<file path="config.mk">
export PLATFORM = sky130hd
export DESIGN_NAME = spi_port_master
export DESIGN_NICKNAME = d
export VERILOG_FILES = /design/src/rtl/spi_port_master.sv
export SDC_FILE = /design/constraint.sdc
export NUM_CORES = 1
export LEC_CHECK = 0
export BUFFER_PORTS_ARGS = -buffer_cell sky130_fd_sc_hd__buf_2
export CORE_MARGIN = 5
export CORE_UTILIZATION = 35
export DETAILED_ROUTE_END_ITERATION = 16
export PLACE_DENSITY_LB_ADDON = 0.3
export SYNTH_ARGS = -nofsm -noshare
export SYNTH_HDL_FRONTEND = slang
export SYNTH_SLANG_ARGS = --single-unit
</file>
<file path="constraint.sdc">
create_clock -name clk -period 5.5 [get_ports clk]
set_input_delay 0.55 -clock clk [delete_from_list [all_inputs] [get_ports clk]]
set_output_delay 0.55 -clock clk [all_outputs]
set_load 0.01 [all_outputs]
</file>
<file path="src/rtl/spi_port_master.sv">
// ---------------------------------------------------------------------------
// spi_port_master
//   SPI master peripheral on the housekeeping CPU port bus. The CPU writes a
//   byte to TXDATA and the block shifts it out in SPI mode 0 (CPOL=0,
//   CPHA=0, MSB first). It drives CS, SCLK and MOSI with programmable timing
//   and captures MISO into RXDATA.
//
//   Register map (port_id relative to BASE_PORT):
//     +0  W: TXDATA (starts a transfer)   R: RXDATA
//     +1  W: CTRL [1:0] cs index, [2] cs_hold, [7] clear overrun
//         R: STATUS {6'd0, overrun, busy}
//     +2  R/W: DIV, half SCLK period H = DIV+1 clk cycles
//
// Ports
//   clk           system clock
//   reset         asynchronous, active-high reset
//   port_id       CPU port address
//   write_strobe  CPU write qualifier, one cycle
//   out_port      CPU write data
//   port_data     combinational read data for port_id (0 outside the block)
//   spi_sclk      serial clock, idles low
//   spi_mosi      serial data out
//   spi_miso      serial data in, already synchronous to clk
//   spi_cs_n      active-low chip selects
//   busy          transfer in progress
// ---------------------------------------------------------------------------
module spi_port_master #(
  parameter logic [7:0] BASE_PORT = 8'd40,
  parameter logic [7:0] DIV_RESET = 8'd3,
  parameter int         NCS       = 4
) (
  input  logic           clk,
  input  logic           reset,
  input  logic [7:0]     port_id,
  input  logic           write_strobe,
  input  logic [7:0]     out_port,
  output logic [7:0]     port_data,
  output logic           spi_sclk,
  output logic           spi_mosi,
  input  logic           spi_miso,
  output logic [NCS-1:0] spi_cs_n,
  output logic           busy
);

  localparam logic [2:0] S_IDLE  = 3'd0;
  localparam logic [2:0] S_SETUP = 3'd1;
  localparam logic [2:0] S_HIGH  = 3'd2;
  localparam logic [2:0] S_LOW   = 3'd3;
  localparam logic [2:0] S_GAP   = 3'd4;

  localparam logic [NCS-1:0] CS_NONE = {NCS{1'b1}};

  // One-hot active-low select; an index at or beyond NCS selects nothing.
  function automatic logic [NCS-1:0] cs_decode(input logic [1:0] idx);
    logic [NCS-1:0] v;
    for (int i = 0; i < NCS; i++) begin
      v[i] = (idx == i[1:0]) ? 1'b0 : 1'b1;
    end
    return v;
  endfunction

  logic [2:0]     state_q,   state_d;
  logic [7:0]     cnt_q,     cnt_d;
  logic [2:0]     bit_q,     bit_d;
  logic [7:0]     shift_q,   shift_d;
  logic [7:0]     rxdata_q,  rxdata_d;
  logic [7:0]     div_q,     div_d;
  logic [1:0]     cs_idx_q,  cs_idx_d;
  logic           cs_hold_q, cs_hold_d;
  logic           overrun_q, overrun_d;
  logic           sclk_q,    sclk_d;
  logic           mosi_q,    mosi_d;
  logic [NCS-1:0] cs_n_q,    cs_n_d;
  logic           busy_q,    busy_d;

  logic wr_tx_s, wr_ctrl_s, wr_div_s, cnt_done_s;
  logic unused_ctrl_bits_s;

  assign wr_tx_s    = write_strobe && (port_id == BASE_PORT);
  assign wr_ctrl_s  = write_strobe && (port_id == (BASE_PORT + 8'd1));
  assign wr_div_s   = write_strobe && (port_id == (BASE_PORT + 8'd2));
  // Half-period counter runs 0..DIV; the explicit clear at terminal count
  // makes DIV=255 give 256 cycles without relying on overflow.
  assign cnt_done_s = (cnt_q == div_q);
  assign unused_ctrl_bits_s = ^out_port[6:3];

  // Next-state and datapath for the transfer sequencer and CPU registers.
  always_comb begin
    state_d   = state_q;
    cnt_d     = cnt_q;
    bit_d     = bit_q;
    shift_d   = shift_q;
    rxdata_d  = rxdata_q;
    div_d     = div_q;
    cs_idx_d  = cs_idx_q;
    cs_hold_d = cs_hold_q;
    overrun_d = overrun_q;
    sclk_d    = sclk_q;
    mosi_d    = mosi_q;
    cs_n_d    = cs_n_q;
    busy_d    = busy_q;

    // Overrun clear wins at any time; a TXDATA write while busy sets it.
    if (wr_ctrl_s && out_port[7]) begin
      overrun_d = 1'b0;
    end else if (wr_tx_s && busy_q) begin
      overrun_d = 1'b1;
    end else begin
      overrun_d = overrun_q;
    end

    case (state_q)
      S_IDLE: begin
        if (wr_tx_s) begin
          shift_d = out_port;
          mosi_d  = out_port[7];
          // Same index as a held CS decodes to the same value: no glitch.
          cs_n_d  = cs_decode(cs_idx_q);
          busy_d  = 1'b1;
          cnt_d   = 8'd0;
          bit_d   = 3'd0;
          sclk_d  = 1'b0;
          state_d = S_SETUP;
        end else if (wr_ctrl_s) begin
          cs_idx_d  = out_port[1:0];
          cs_hold_d = out_port[2];
          // Releasing hold or moving to another slave drops a held CS.
          if (!out_port[2] || (out_port[1:0] != cs_idx_q)) begin
            cs_n_d = CS_NONE;
          end else begin
            cs_n_d = cs_n_q;
          end
        end else if (wr_div_s) begin
          div_d = out_port;
        end else begin
          state_d = S_IDLE;
        end
      end

      S_SETUP: begin
        if (cnt_done_s) begin
          cnt_d   = 8'd0;
          sclk_d  = 1'b1;
          shift_d = {shift_q[6:0], spi_miso};
          state_d = S_HIGH;
        end else begin
          cnt_d = cnt_q + 8'd1;
        end
      end

      S_HIGH: begin
        if (cnt_done_s) begin
          cnt_d   = 8'd0;
          sclk_d  = 1'b0;
          // After the last rise the shift register holds received data,
          // so MOSI keeps the final transmitted bit.
          if (bit_q == 3'd7) begin
            mosi_d = mosi_q;
          end else begin
            mosi_d = shift_q[7];
          end
          state_d = S_LOW;
        end else begin
          cnt_d = cnt_q + 8'd1;
        end
      end

      S_LOW: begin
        if (cnt_done_s) begin
          cnt_d = 8'd0;
          bit_d = bit_q + 3'd1;
          if (bit_q == 3'd7) begin
            rxdata_d = shift_q;
            if (cs_hold_q) begin
              busy_d  = 1'b0;
              state_d = S_IDLE;
            end else begin
              cs_n_d  = CS_NONE;
              state_d = S_GAP;
            end
          end else begin
            sclk_d  = 1'b1;
            shift_d = {shift_q[6:0], spi_miso};
            state_d = S_HIGH;
          end
        end else begin
          cnt_d = cnt_q + 8'd1;
        end
      end

      S_GAP: begin
        if (cnt_done_s) begin
          cnt_d   = 8'd0;
          busy_d  = 1'b0;
          state_d = S_IDLE;
        end else begin
          cnt_d = cnt_q + 8'd1;
        end
      end

      default: begin
        state_d = S_IDLE;
        cnt_d   = 8'd0;
        sclk_d  = 1'b0;
        cs_n_d  = CS_NONE;
        busy_d  = 1'b0;
      end
    endcase
  end

  // State and register update with asynchronous reset to safe outputs.
  always_ff @(posedge clk or posedge reset) begin
    if (reset) begin
      state_q   <= S_IDLE;
      cnt_q     <= 8'd0;
      bit_q     <= 3'd0;
      shift_q   <= 8'd0;
      rxdata_q  <= 8'd0;
      div_q     <= DIV_RESET;
      cs_idx_q  <= 2'd0;
      cs_hold_q <= 1'b0;
      overrun_q <= 1'b0;
      sclk_q    <= 1'b0;
      mosi_q    <= 1'b0;
      cs_n_q    <= CS_NONE;
      busy_q    <= 1'b0;
    end else begin
      state_q   <= state_d;
      cnt_q     <= cnt_d;
      bit_q     <= bit_d;
      shift_q   <= shift_d;
      rxdata_q  <= rxdata_d;
      div_q     <= div_d;
      cs_idx_q  <= cs_idx_d;
      cs_hold_q <= cs_hold_d;
      overrun_q <= overrun_d;
      sclk_q    <= sclk_d;
      mosi_q    <= mosi_d;
      cs_n_q    <= cs_n_d;
      busy_q    <= busy_d;
    end
  end

  // CPU read mux; ids outside the block read as zero.
  always_comb begin
    port_data = 8'h00;
    case (port_id)
      BASE_PORT:          port_data = rxdata_q;
      BASE_PORT + 8'd1:   port_data = {6'd0, overrun_q, busy_q};
      BASE_PORT + 8'd2:   port_data = div_q;
      default:            port_data = 8'h00;
    endcase
  end

  assign spi_sclk = sclk_q;
  assign spi_mosi = mosi_q;
  assign spi_cs_n = cs_n_q;
  assign busy     = busy_q;

endmodule

</file>
# After elaboration in Yosys (flattened, before gate mapping)
# Cells that the tools add are included.
totals:
  word_cells: 123
  register_bits: 49
  output_inout_bits: 15
  in_bits: 20
op_classes:
  n_eq_ne: 27
  bitwise_logic: 5
  n_addsub: 2
  n_reduce_logical: 26
  muxes: 50
op_table:
  columns: ["cell", "count"]
  rows:
  - ["two-way mux 8 bit", 6]
  - ["case mux 8 bit (3 select lines)", 2]
  - ["two-way mux 3 bit", 11]
  - ["equality test 8 x 6 -> 1 bit (second input constant)", 3]
  - ["two-way mux 4 bit", 6]
  - ["AND reduction 6 bit", 4]
  - ["!= test 2 bit (second input constant)", 10]
  - ["two-way mux 1 bit", 18]
  - ["case mux 8 bit (2 select lines)", 1]
  - ["case mux 3 bit (5 select lines)", 1]
  - ["!= test 3 bit (second input constant)", 4]
  - ["case mux 4 bit (3 select lines)", 1]
  - ["AND reduction 3 bit", 3]
  - ["adder 8 x 1 -> 8 bit (second input constant)", 1]
  - ["equality test 8 bit", 1]
  - ["AND reduction 4 bit", 2]
  - ["equality test 3 x 2 -> 1 bit (second input constant)", 2]
  - ["equality test 3 bit (second input constant)", 2]
  - ["case mux 3 bit (2 select lines)", 1]
  - ["nonzero test 2 bit", 3]
  - ["logical AND 1 bit", 5]
  - ["inverter 1 bit", 5]
  - ["case mux 1 bit (5 select lines)", 1]
  - ["AND reduction 5 bit", 1]
  - ["other kinds (15)", 16]

# Depth between registers and ports, before layout
logic_depth:
  depth_word: 6
  depth_mapped: 7
  depth_no_buf: 7

# Worst setup path before layout
# Ideal clock, no wire load.
synth_path:
  path_kind: "input to register"
  from: "in port_id[1]"
  to: "reg shift_q[0]"
  path_slack_ns: 3.382
  arrival_time_ns: 1.994
  path_buffers: 0
  setup_ns: 0.125
  required_time_ns: 5.375
  stages: 4
  cell_sequence: "nor4b_2 > a31oi_1 > a211oi_4 > mux2_2"
synth_between:
  elab_chain_len: 4
synth_rtl:
  columns: ["element", "line_no", "rtl"]
  rows:
  - ["from (decl)", "34", "input logic [7:0] port_id,"]
  - ["equality test 8 x 6 -> 1 bit", "79", "assign wr_tx_s = write_strobe && (port_id == BASE_PORT);"]
  - ["logical AND 1 bit", "79", null]
  - ["!= test 2 bit (no source line)", null, null]
  - ["AND reduction 5 bit (no source line)", null, null]
  - ["to (signal assigned)", "231", "shift_q <= shift_d;"]
  - ["to (decl)", "65", "logic [7:0] shift_q, shift_d;"]
# No other way between the ends.
# A chain may end at the register's enable or synchronous reset.

# Worst setup path after layout
layout_path:
  from: "in port_id[2]"
  to: "out port_data[3]"
layout_between:
  elab_chain_len: 2
  elab_cells_between_ends: 4
  cone_classes: "eq/ne (3); mux (1)"
layout_rtl:
  columns: ["element", "line_no", "rtl"]
  rows:
  - ["equality test 8 x 6 -> 1 bit", "247", "case (port_id)"]
  - ["case mux 8 bit (3 select lines) (*)", "247", null]
  - ["to (decl)", "37", "output logic [7:0] port_data,"]
# Mark *: on every way between the ends. The rest lies on a longest branch, timed or not.

==> flow_summary.yaml <==
drt:
  wire_per_inst_um: 15.5
  final_antenna_net_count: 0
  wl_um: 6040
  vias_per_cell: 5.23
  drc_errors: 0
  firstDrtPassIters: 5
  drtIter0Drc: 127
  vias: 2033
floorplan:
  die_x_um: 97.4
  core-area_sq_um: 7330
  num_io_pins: 35
  rows: 31
  start_util_pct: 36.5
  die_area_sq_um: 9490
  die_h_um: 97.4
finish:
  area_growth_pct: 13.2
  fin_nets: 312
  diodes: 0
  final_layout_size_suffix_gt1_share_pct: 30.3
  layout_common_cells: "dfrtp_1 (43), nand2_1 (42), buf_2 (34)"
  layout_commonest_cell: "dfrtp_1"
worst_setup_path:
  critical-path-top-delay-family: "simple AND/OR/NAND/NOR gates"
  r2r_slack_ns: 3.17
  cp_num_cells: 7
  worst_r2r_startpoint: "cnt_q[5]"
  path_cells: "buf_2 -> nor4bb_1 -> buf_4 -> and2_1 -> nand2_1 -> nor2_1 -> buf_2"
  r2r_cells: 5
  critPathMostFrequentCell: "buf_2"
  r2r_end: "shift_q[4]"
  critical_path.startpoint_type: "input port"
  cp_slowest_cell: "nor4bb_1"
  worstPathRequired_ns: 4.95
  end_kind: "primary output"
  path_class: "input port to primary output"
  max_stage_delay_ns: 0.28
  path_buf_inv: 3
  cp_max_fo: 9
  critPathArrivalTime_ns: 1.80
timing:
  fin_worst_skew_ns: 0.00215
  fmaxAchievable_mhz: 425
  period_minus_slack_ns: 2.35
  worst_slew_pin_slew_ns: 1.03
  finalSetupTns_ns: 0
  layout_setup_ws_ns: 3.15
  holdWs_ns: 0.491
  period_share_pct: 42.8
  setup_violations: 0
  slew_viol_final: 0
  hold_viol_final: 0
  relSlewSlack_pct: 31.4
  rsz0062_at_grt: "false"
placed_design:
  place_worst_setup_slack_ns: 2.91
  port_buffers: 34
  place_congestion: 0.891
  hpwlAfterDp_um: 4490
yosys:
  synthesis.instances: 258
  yosysSeqAreaShare_pct: 46.1
  synth.cell_area_sq_um: 2670
  syn_nets: 281
  ys_seq_elements: 49
  synth.distinct_cells: 43
  yosys_warnings: 0
  syn_avg_cell_area_sq_um: 10.4
global_route:
  antenna_found_initial: 0
  grt_usage_pct: 13.3
  grt-ovfl-total: 0
  grt_max_degree: 50
  grt_pass1_vias: 2009
  grt_first_pass_wirelength_um: 10300
hold_path:
  hp-class: "input port to flip-flop"
  hp-start: "out_port[6]"
  holdPathStages: 2
  holdPathEnd: "div_q[6]"
clocking:
  root_buffer: "clkbuf_8"
  post-cts-setup-buffers: 0
  numCtsBuffers: 5
  ctsResizeCount: 0
  insertion_delay_ns: 0.30
  cts-htree-levels: 2
  path_clk_slew_ns: 0.09
  cts_sinks: 49
  cts_tree: "yes"
  cts_max_path_buffers: 2
  cts_hold_buf: 0
power:
  power_frac_comb_pct: 4.4
  sequentialPowerShare_pct: 58.9
  netSwitchingPower_uw: 140
  leakage_nw: 1.42
  p_clk_share_pct: 36.7
  swShare_pct: 22.9
  intPower_uw: 472
  ir_drop_mv: 0.100
  pwr_density_cell_nw_per_um2: 202
run_status:
  status: "complete, no violations"
run:
  drv_cap: 0
routing by layer:
layer / global-route usage [%] / part of all wire (%) / vias up
met3: 2.23 / 4.5 / 4
met2: 20.6 / 47 / 48
met4: 4.58 / 1.2 / 0
li1: - / - / 987
met5: 0 / 0 / -
met1: 18.8 / 48 / 994
cell usage after synthesis, drive strengths merged:
| master | instances | share of area (%) |
|---|---|---|
| nor4 | 2 | 1.6 |
| a32oi | 1 | 0.33 |
| xor2 | 11 | 3.6 |
| dfstp | 6 | 5.9 |
| buf | 3 | 0.51 |
| or2 | 1 | 0.23 |
| nand4 | 4 | 0.94 |
| nor2b | 2 | 0.47 |
| nand2b | 1 | 0.23 |
| a311o | 1 | 0.37 |
| nor4bb | 1 | 0.37 |
| o32a | 2 | 0.75 |
| nor2 | 20 | 2.8 |
| nand4b | 1 | 0.33 |
| mux2 | 31 | 13 |
| a21o | 2 | 0.56 |
| nand2 | 43 | 6.1 |
| nor4b | 1 | 0.56 |
| a22o | 3 | 0.98 |
| a2bb2oi | 2 | 0.66 |
| nand3b | 1 | 0.28 |
| and2 | 2 | 0.47 |
| or3 | 1 | 0.23 |
| a21oi | 8 | 1.5 |
| a41oi | 2 | 0.66 |
| clkbuf | 8 | 1.1 |
| nor3 | 3 | 0.98 |
| o31ai | 1 | 0.28 |
| o221ai | 1 | 0.33 |
| a31oi | 7 | 1.6 |
| a211oi | 1 | 0.75 |
| ha | 3 | 1.4 |
| inv | 8 | 1.1 |
| o21ai | 6 | 1.1 |
| a22oi | 1 | 0.28 |
| nand3 | 9 | 1.7 |
| o311ai | 1 | 0.33 |
| mux2i | 13 | 4.9 |
| o41ai | 1 | 0.33 |
| dfrtp | 43 | 40 |
metrics by stage:
| stage | area [sq um] | total power [mW] | utilization [%] | instances |
|---|---|---|---|---|
| 2_1_floorplan | 2670 | 0.382 | - | 258 |
| 3_3_place_gp | 2930 | 0.395 | 40.0 | 381 |
| 3_5_place_dp | 2930 | 0.395 | 40.0 | 381 |
| 4_1_cts | 3030 | 0.622 | 41.3 | 389 |
| 5_1_grt | 3030 | 0.641 | 41.3 | 389 |
| 6_report | 3030 | 0.611 | 41.3 | 389 |
worst register-to-register path, cell delays in order (launching register included):
cell and delay [ns]:
dfrtp_1 0.45, xor2_1 0.19, nor4_4 0.43, nand3_1 0.23, a211oi_4 0.52, mux2_2 0.40
state kept, by name, summed over array words and instances (netlist names):
| register | cells |
|---|---|
| rxdata_q | 8 |
| cs_hold_q | 1 |
| spi_cs_n | 4 |
| spi_sclk | 1 |
| overrun_q | 1 |
| busy | 1 |
| cs_idx_q | 2 |
| spi_mosi | 1 |
| shift_q | 8 |
| bit_q | 3 |
| state_q | 3 |
| div_q | 8 |
| cnt_q | 8 |
cells by family (layout without fill, tap and decap cells):
kind of cell / after synthesis / count (layout) / share of synthesized area (%)
and+or+nand+nor: 92 / 92 / 17.3
DFF: 49 / 49 / 46.1
muxes: 44 / 44 / 17.9
AOI/OAI and AO/OA: 40 / 40 / 10.9
buffers and inverters: 19 / 51 / 2.76
xor gates and xnor gates: 11 / 11 / 3.60
adders and majority gates: 3 / 3 / 1.40
worst max path at each step:
stage,from,endpoint,slack (ns)
floorplan,port_id[1],shift_q[0],3.38
detailed placement,port_id[1],shift_q[4],2.91
finish,port_id[2],port_data[3],3.15
global placement,port_id[1],shift_q[5],2.92
CTS,port_id[2],port_data[3],3.12
global route,port_id[2],port_data[4],3.02
power groups by stage:
stage          clock network, mW  logic [mW]  registers, mW
6_report                   0.224      0.0268          0.360
5_1_grt                    0.249      0.0308          0.360
4_1_cts                    0.234      0.0277          0.360
3_5_place_dp                   0      0.0276          0.367
3_3_place_gp                   0      0.0275          0.367
2_1_floorplan                  0      0.0143          0.367
final cells by class:
class | count | area [sq um]
clock inverters | 2 | 13.8
multi-input cells | 190 | 1370
repair buffers | 35 | 178
clock buffers | 6 | 82.6
inverters | 8 | 30.0
fillers | 732 | 4300
flip-flops and latches | 49 | 1230
well taps | 99 | 124
No activity file was read; power rests on OpenSTA's default activity.
